--- src/rtl/apb_pkg.sv ---
// Shared types and constants for the APB slave mux: FSM states, error codes,
// the window size and the read data returned on a forced timeout completion.
package apb_pkg;

  typedef enum logic {
    IDLE   = 1'b0,
    ACCESS = 1'b1
  } apb_mux_state_t;

  typedef enum logic [1:0] {
    ERR_NONE     = 2'd0,
    ERR_SLVERR   = 2'd1,
    ERR_UNMAPPED = 2'd2,
    ERR_TIMEOUT  = 2'd3
  } apb_err_code_t;

  localparam logic [31:0] APB_TIMEOUT_RDATA = 32'hDEAD_BEEF;
  localparam int          APB_WIN_BITS      = 12;

endpackage

--- src/rtl/apb_timeout_cnt.sv ---
// Clear/enable counter that saturates at MAX and flags the terminal count.
module apb_timeout_cnt #(
  parameter int CNT_W = 16,
  parameter int MAX   = 63
) (
  input  logic             sys_clk,
  input  logic             rst,
  input  logic             clr,
  input  logic             en,
  output logic [CNT_W-1:0] cnt,
  output logic             tc
);

  localparam logic [CNT_W-1:0] MAX_C = CNT_W'(MAX);

  logic [CNT_W-1:0] cnt_reg;

  always_ff @(posedge sys_clk) begin
    if (rst || clr) begin
      cnt_reg <= '0;
    end else if (en && !tc) begin
      cnt_reg <= cnt_reg + 1'b1;
    end
  end

  assign tc  = (cnt_reg == MAX_C);
  assign cnt = cnt_reg;

endmodule

--- src/rtl/apb_slave_mux.sv ---
// APB 1:N slave mux with address decode, response mux, unmapped/timeout completion.
// Optional first-error log enabled by defining APB_MUX_ERR_LOG_EN.
module apb_slave_mux
  import apb_pkg::*;
#(
  parameter int NUM_SLAVES     = 4,
  parameter int TIMEOUT_CYCLES = 64,
  parameter int CNT_W          = 16
) (
  input  logic                       sys_clk,
  input  logic                       rst,
  input  logic [15:0]                s_paddr,
  input  logic                       s_psel,
  input  logic                       s_penable,
  input  logic                       s_pwrite,
  input  logic [3:0]                 s_pstrb,
  input  logic [31:0]                s_pwdata,
  output logic [31:0]                s_prdata,
  output logic                       s_pready,
  output logic                       s_pslverr,
  output logic [NUM_SLAVES-1:0]      m_psel,
  output logic [APB_WIN_BITS-1:0]    m_paddr,
  output logic                       m_penable,
  output logic                       m_pwrite,
  output logic [3:0]                 m_pstrb,
  output logic [31:0]                m_pwdata,
  input  logic [32*NUM_SLAVES-1:0]   m_prdata,
  input  logic [NUM_SLAVES-1:0]      m_pready,
  input  logic [NUM_SLAVES-1:0]      m_pslverr,
  output logic                       err_valid,
  output logic [15:0]                err_addr,
  output logic [1:0]                 err_code,
  input  logic                       err_clr
);

  apb_mux_state_t state_reg, state_next;

  logic [3:0]       idx;
  logic             mapped;
  logic             live;
  logic             in_access;
  logic [31:0]      rd_term [NUM_SLAVES];
  logic [31:0]      sel_rdata;
  logic             sel_ready;
  logic             sel_err;
  logic             timeout;
  logic [CNT_W-1:0] cnt;
  apb_err_code_t    cpl_code;
  logic             log_hit;

  assign idx       = s_paddr[15:12];
  assign mapped    = (32'(idx) < 32'(NUM_SLAVES));
  assign live      = ~rst;
  assign in_access = live & s_psel & s_penable;

  // Forwarded signals are forced low while reset is held so nothing leaks downstream.
  assign m_paddr   = live ? s_paddr[APB_WIN_BITS-1:0] : '0;
  assign m_penable = live & s_penable;
  assign m_pwrite  = live & s_pwrite;
  assign m_pstrb   = live ? s_pstrb  : '0;
  assign m_pwdata  = live ? s_pwdata : '0;

  generate
    for (genvar gi = 0; gi < NUM_SLAVES; gi++) begin : g_slave
      assign m_psel[gi]  = live & s_psel & mapped & (idx == 4'(gi));
      assign rd_term[gi] = m_psel[gi] ? m_prdata[32*gi +: 32] : 32'd0;
    end
  endgenerate

  always_comb begin
    sel_rdata = '0;
    for (int i = 0; i < NUM_SLAVES; i++) begin
      sel_rdata = sel_rdata | rd_term[i];
    end
  end

  assign sel_ready = |(m_psel & m_pready);
  assign sel_err   = |(m_psel & m_pslverr);

  // state_reg only holds ACCESS across wait cycles; the first ACCESS cycle is
  // recognised combinationally so zero-wait slaves complete with no extra latency.
  always_ff @(posedge sys_clk) begin
    if (rst) begin
      state_reg <= IDLE;
    end else begin
      state_reg <= state_next;
    end
  end

  always_comb begin
    state_next = state_reg;
    case (state_reg)
      IDLE:    if (in_access && !s_pready) state_next = ACCESS;
      ACCESS:  if (!in_access || s_pready) state_next = IDLE;
      default: state_next = IDLE;
    endcase
  end

  always_comb begin
    s_pready  = 1'b0;
    s_pslverr = 1'b0;
    s_prdata  = '0;
    cpl_code  = ERR_NONE;
    if (in_access) begin
      if (!mapped) begin
        s_pready  = 1'b1;
        s_pslverr = 1'b1;
        cpl_code  = ERR_UNMAPPED;
      end else if (sel_ready) begin
        s_pready  = 1'b1;
        s_prdata  = sel_rdata;
        s_pslverr = sel_err;
        cpl_code  = sel_err ? ERR_SLVERR : ERR_NONE;
      end else if (timeout) begin
        s_pready  = 1'b1;
        s_pslverr = 1'b1;
        s_prdata  = APB_TIMEOUT_RDATA;
        cpl_code  = ERR_TIMEOUT;
      end else begin
        s_prdata  = sel_rdata;
        s_pslverr = sel_err;
      end
    end
  end

  apb_timeout_cnt #(
    .CNT_W (CNT_W),
    .MAX   (TIMEOUT_CYCLES - 1)
  ) u_timeout_cnt (
    .sys_clk (sys_clk),
    .rst     (rst),
    .clr     (state_next == IDLE),
    .en      (in_access & ~s_pready),
    .cnt     (cnt),
    .tc      (timeout)
  );

  assign log_hit = in_access & s_pready & s_pslverr;

`ifdef APB_MUX_ERR_LOG_EN
  logic        err_valid_reg;
  logic [15:0] err_addr_reg;
  logic [1:0]  err_code_reg;
  logic        unused_ok;

  always_ff @(posedge sys_clk) begin
    if (rst || err_clr) begin
      err_valid_reg <= 1'b0;
      err_addr_reg  <= '0;
      err_code_reg  <= '0;
    end else if (log_hit && !err_valid_reg) begin
      err_valid_reg <= 1'b1;
      err_addr_reg  <= s_paddr;
      err_code_reg  <= cpl_code;
    end
  end

  assign err_valid = err_valid_reg;
  assign err_addr  = err_addr_reg;
  assign err_code  = err_code_reg;
  assign unused_ok = &{1'b0, cnt};
`else
  logic unused_ok;
  assign err_valid = 1'b0;
  assign err_addr  = '0;
  assign err_code  = '0;
  assign unused_ok = &{1'b0, err_clr, cpl_code, log_hit, cnt};
`endif

endmodule

--- config.mk ---
export PLATFORM = sky130hd
export DESIGN_NAME = apb_slave_mux
export DESIGN_NICKNAME = d
export VERILOG_FILES = /design/src/rtl/apb_pkg.sv /design/src/rtl/apb_timeout_cnt.sv /design/src/rtl/apb_slave_mux.sv
export SDC_FILE = /design/constraint.sdc
export NUM_CORES = 1
export LEC_CHECK = 0
export CORE_AREA = 2 2 118 120
export CTS_BUF_LIST = sky130_fd_sc_hd__clkbuf_8
export CTS_CLUSTER_SIZE = 8
export DETAILED_ROUTE_END_ITERATION = 10
export DIE_AREA = 0 0 120 122
export PLACE_DENSITY = 0.58
export SLEW_MARGIN = 20
export SYNTH_ARGS = -nofsm -noshare
export SYNTH_HDL_FRONTEND = slang
export SYNTH_SLANG_ARGS = --single-unit
--- constraint.sdc ---
create_clock -name sys_clk -period 6.4 [get_ports sys_clk]
set_input_delay 1.6 -clock sys_clk [delete_from_list [all_inputs] [get_ports sys_clk]]
set_output_delay 1.6 -clock sys_clk [all_outputs]
set_load 0.05 [all_outputs]
==> flow_summary.json, run 1 <==
{
  "clock.fmax_ghz": 0.1793,
  "hold_class": "reg -> reg",
  "post-place-ws_ps": 734.1,
  "yosysUniqueCellTypes": 34,
  "path_class": "in -> out",
  "gp_congestion": 0.8236,
  "antenna_left": 0,
  "grtUsageTotal_pct": 14.50,
  "synth-seq-cells": 16,
  "cp_num_buf_inv": 3,
  "synth_top_area_share_pct": 32.31,
  "yosysWarningCount": 0,
  "wl_per_cell_um": 15.57,
  "synthSimpleGateAreaFrac_pct": 36.96,
  "drive_above_1_share_pct": 14.60,
  "critPathLaunch": "rst",
  "reg2reg_from": "u_timeout_cnt.cnt[0]",
  "final-setup-viol-count": 0,
  "grt_first_pass_wirelength_um": 16580,
  "synth_xor_area_share_pct": 5.174,
  "clk_latency_ps": 250,
  "timing.final.crit_share_pct": 87.15,
  "wirelength_um": 11220,
  "cp_slowest_cell": "or3b_1",
  "cp_top_family": "simple AND/OR/NAND/NOR gates",
  "synth_compound_area_share_pct": 0.7392,
  "grt_pass1_vias": 3122,
  "worst_setup_path_end_kind": "primary output",
  "ios": 301,
  "dpl_cell_area_um2": 5569,
  "synth_top_family_by_area": "simple AND/OR/NAND/NOR gates",
  "largest_reg_flops": 16,
  "critPathMaxFanout": 51,
  "peakVddDrop_uv": 41.91,
  "design_area_um2": 5610,
  "chipWidth_um": 120,
  "cts_buffer_depth": 2,
  "slowest_delay_ps": 730,
  "crit_chain": "clkdlybuf4s50_1, buf_4, nand3b_4, nor3_4, or3b_1, nand2_1, buf_12",
  "fin_setup_tns_ps": 0,
  "hold_start": "u_timeout_cnt.cnt[0]",
  "finalHoldViolations": 0,
  "leakage_nw": 2.100,
  "fin_cells": 721,
  "nets": 738,
  "netlist_instances": 275,
  "chipHeight_um": 122,
  "worstPathArrival_ps": 3980,
  "dieArea_um2": 14640,
  "worst_ep_required_time_ps": 4800,
  "setup.worst_path.start_class": "input port",
  "start_util_pct": 17.55,
  "core_area_um2": 13500,
  "drcViolationCount": 0,
  "drtIter0Drc": 48,
  "via_per_inst": 4.178,
  "rows": 43,
  "cts_buffers": 3,
  "cts_htree_levels": 1,
  "dpl.cell_count": 718,
  "p_per_area_nw_per_um2": 91.18,
  "rsz0062_at_grt": "false",
  "antennaDiodeCount": 0,
  "holdBufCountCts": 0,
  "tightest_slew_ps": 852.5,
  "setup_slack_ps": 822.6,
  "ys_top_cells_by_area": "mux4_2 32%, nor2b_1 14%, dfxtp_1 14%",
  "io_buffers": 280,
  "final_cell_mix": "245 x clkdlybuf4s50_1, 54 x nor2b_1, 51 x nand2_1",
  "synth-seq-area-share_pct": 13.52,
  "synth_fa_ha_area_share_pct": 0.5280,
  "netlist_area_um2": 2370,
  "area_growth_pct": 136.7,
  "cts_resized": 0,
  "synthMuxAreaShare_pct": 32.31,
  "cts_num_sinks": 16,
  "slew-limit-headroom_pct": 43.17,
  "cts_tree": "done",
  "root_buffer": "clkbuf_8",
  "min_period_ps": 5577,
  "status": "finished clean",
  "firstDrtPassIters": 4,
  "overflow": 0,
  "maxSlewViolCount": 0,
  "post_cts_buffers": 0,
  "max_cap_viol_count": 0,
  "netlist.top_cell.by_area": "mux4_2",
  "antenna_found_initial": 1,
  "layout_commonest_cell": "clkdlybuf4s50_1",
  "skew_ps": 2.572,
  "grt_max_degree": 52,
  "syn_area_per_cell_um2": 8.617,
  "hpwl_um": 9715,
  "clk_pin_slew_worst_paths_ps": 60,
  "num_vias": 3012
}
==> where the power goes <==
| part | internal, mW | switching (mW) | leakage (nW) | total [mW] |
|---|---|---|---|---|
| Combinational | 0.182 | 0.153 | 1.95 | 0.335 |
| Sequential | 0.0997 | 0.000114 | 0.129 | 0.0998 |
| Clock | 0.0418 | 0.0345 | 0.0216 | 0.0763 |
| Total | 0.324 | 0.188 | 2.10 | 0.512 |
==> cell type report <==
cell class,count,area (um^2)
multi-input cells,235,1872
inverters,3,11.26
repair buffers,284,3141
fillers,1329,7894
well taps,180,225.2
flip-flops and latches,16,320.3
clock buffers,3,41.29
==> metal layers <==
layer	GRT usage [%]	vias up	wire length [um]
met5	0	-	13
met4	3.603	2	153
met3	3.558	11	824
met2	27.73	136	6218
met1	15.95	1400	4013
li1	-	1463	-
==> worst paths after layout <==
path	endpoint	cells past startpoint	slack (ps)
min reg2reg	u_timeout_cnt.cnt[0]	1	500
min	u_timeout_cnt.cnt[0]	1	500
max	s_prdata[7]	7	820
max reg2reg	u_timeout_cnt.cnt[15]	5	4440
==> cell usage after synthesis, drive strengths merged <==
library cell,count
or4b,1
nand3b,2
nor3b,2
nand3,5
inv,3
and2b,4
o21a,1
and3,1
buf,29
nor4b,1
or4,1
and4,1
xnor2,9
nor2,20
clkbuf,10
ha,1
nor2b,54
xor2,5
nand4,8
or3b,1
mux4,34
o21ai,1
nor4,7
dfxtp,16
nand2,51
nor3,5
conb,1
a21oi,1
==> kinds of logic (layout without fill, tap and decap cells) <==
family / Yosys count / count (layout)
buffers and inverters: 42 / 290
AOI/OAI and AO/OA: 3 / 3
xor gates and xnor gates: 14 / 14
adders and majority gates: 1 / 1
muxes: 34 / 34
and+or+nand+nor: 164 / 164
DFF: 16 / 16
other: 1 / 19
==> per-stage QoR <==
stage                     total power [mW]  util (%)  hold slack, ps
after floorplan                     0.2749         -           453.1
after global placement              0.4378     41.24           480.3
after detailed placement            0.4395     41.24           496.2
after CTS                           0.5161     41.55           509.8
after global routing                0.5345     41.55           536.3
final                               0.5115     41.55           504.5
Power figures use the tool's default switching activity.
==> run 2, diff against run 1 <==
--- a/config.mk
+++ b/config.mk
@@ -11,6 +11,7 @@
 export DETAILED_ROUTE_END_ITERATION = 10
 export DIE_AREA = 0 0 120 122
 export PLACE_DENSITY = 0.58
+export SKIP_LAST_GASP = 1
 export SLEW_MARGIN = 20
 export SYNTH_ARGS = -nofsm -noshare
 export SYNTH_HDL_FRONTEND = slang
==> results of run 2 <==
Same layout as run 1: the final DEF is identical, and so are final timing and power.
==> run 3, diff against run 2 <==
--- a/config.mk
+++ b/config.mk
@@ -5,6 +5,8 @@
 export SDC_FILE = /design/constraint.sdc
 export NUM_CORES = 1
 export LEC_CHECK = 0
+export ABC_CLOCK_PERIOD_IN_PS = 6400
+export CAP_MARGIN = 20
 export CORE_AREA = 2 2 118 120
 export CTS_BUF_LIST = sky130_fd_sc_hd__clkbuf_8
 export CTS_CLUSTER_SIZE = 8
==> results of run 3 <==
Same layout as run 1: the final DEF is identical, and so are final timing and power.
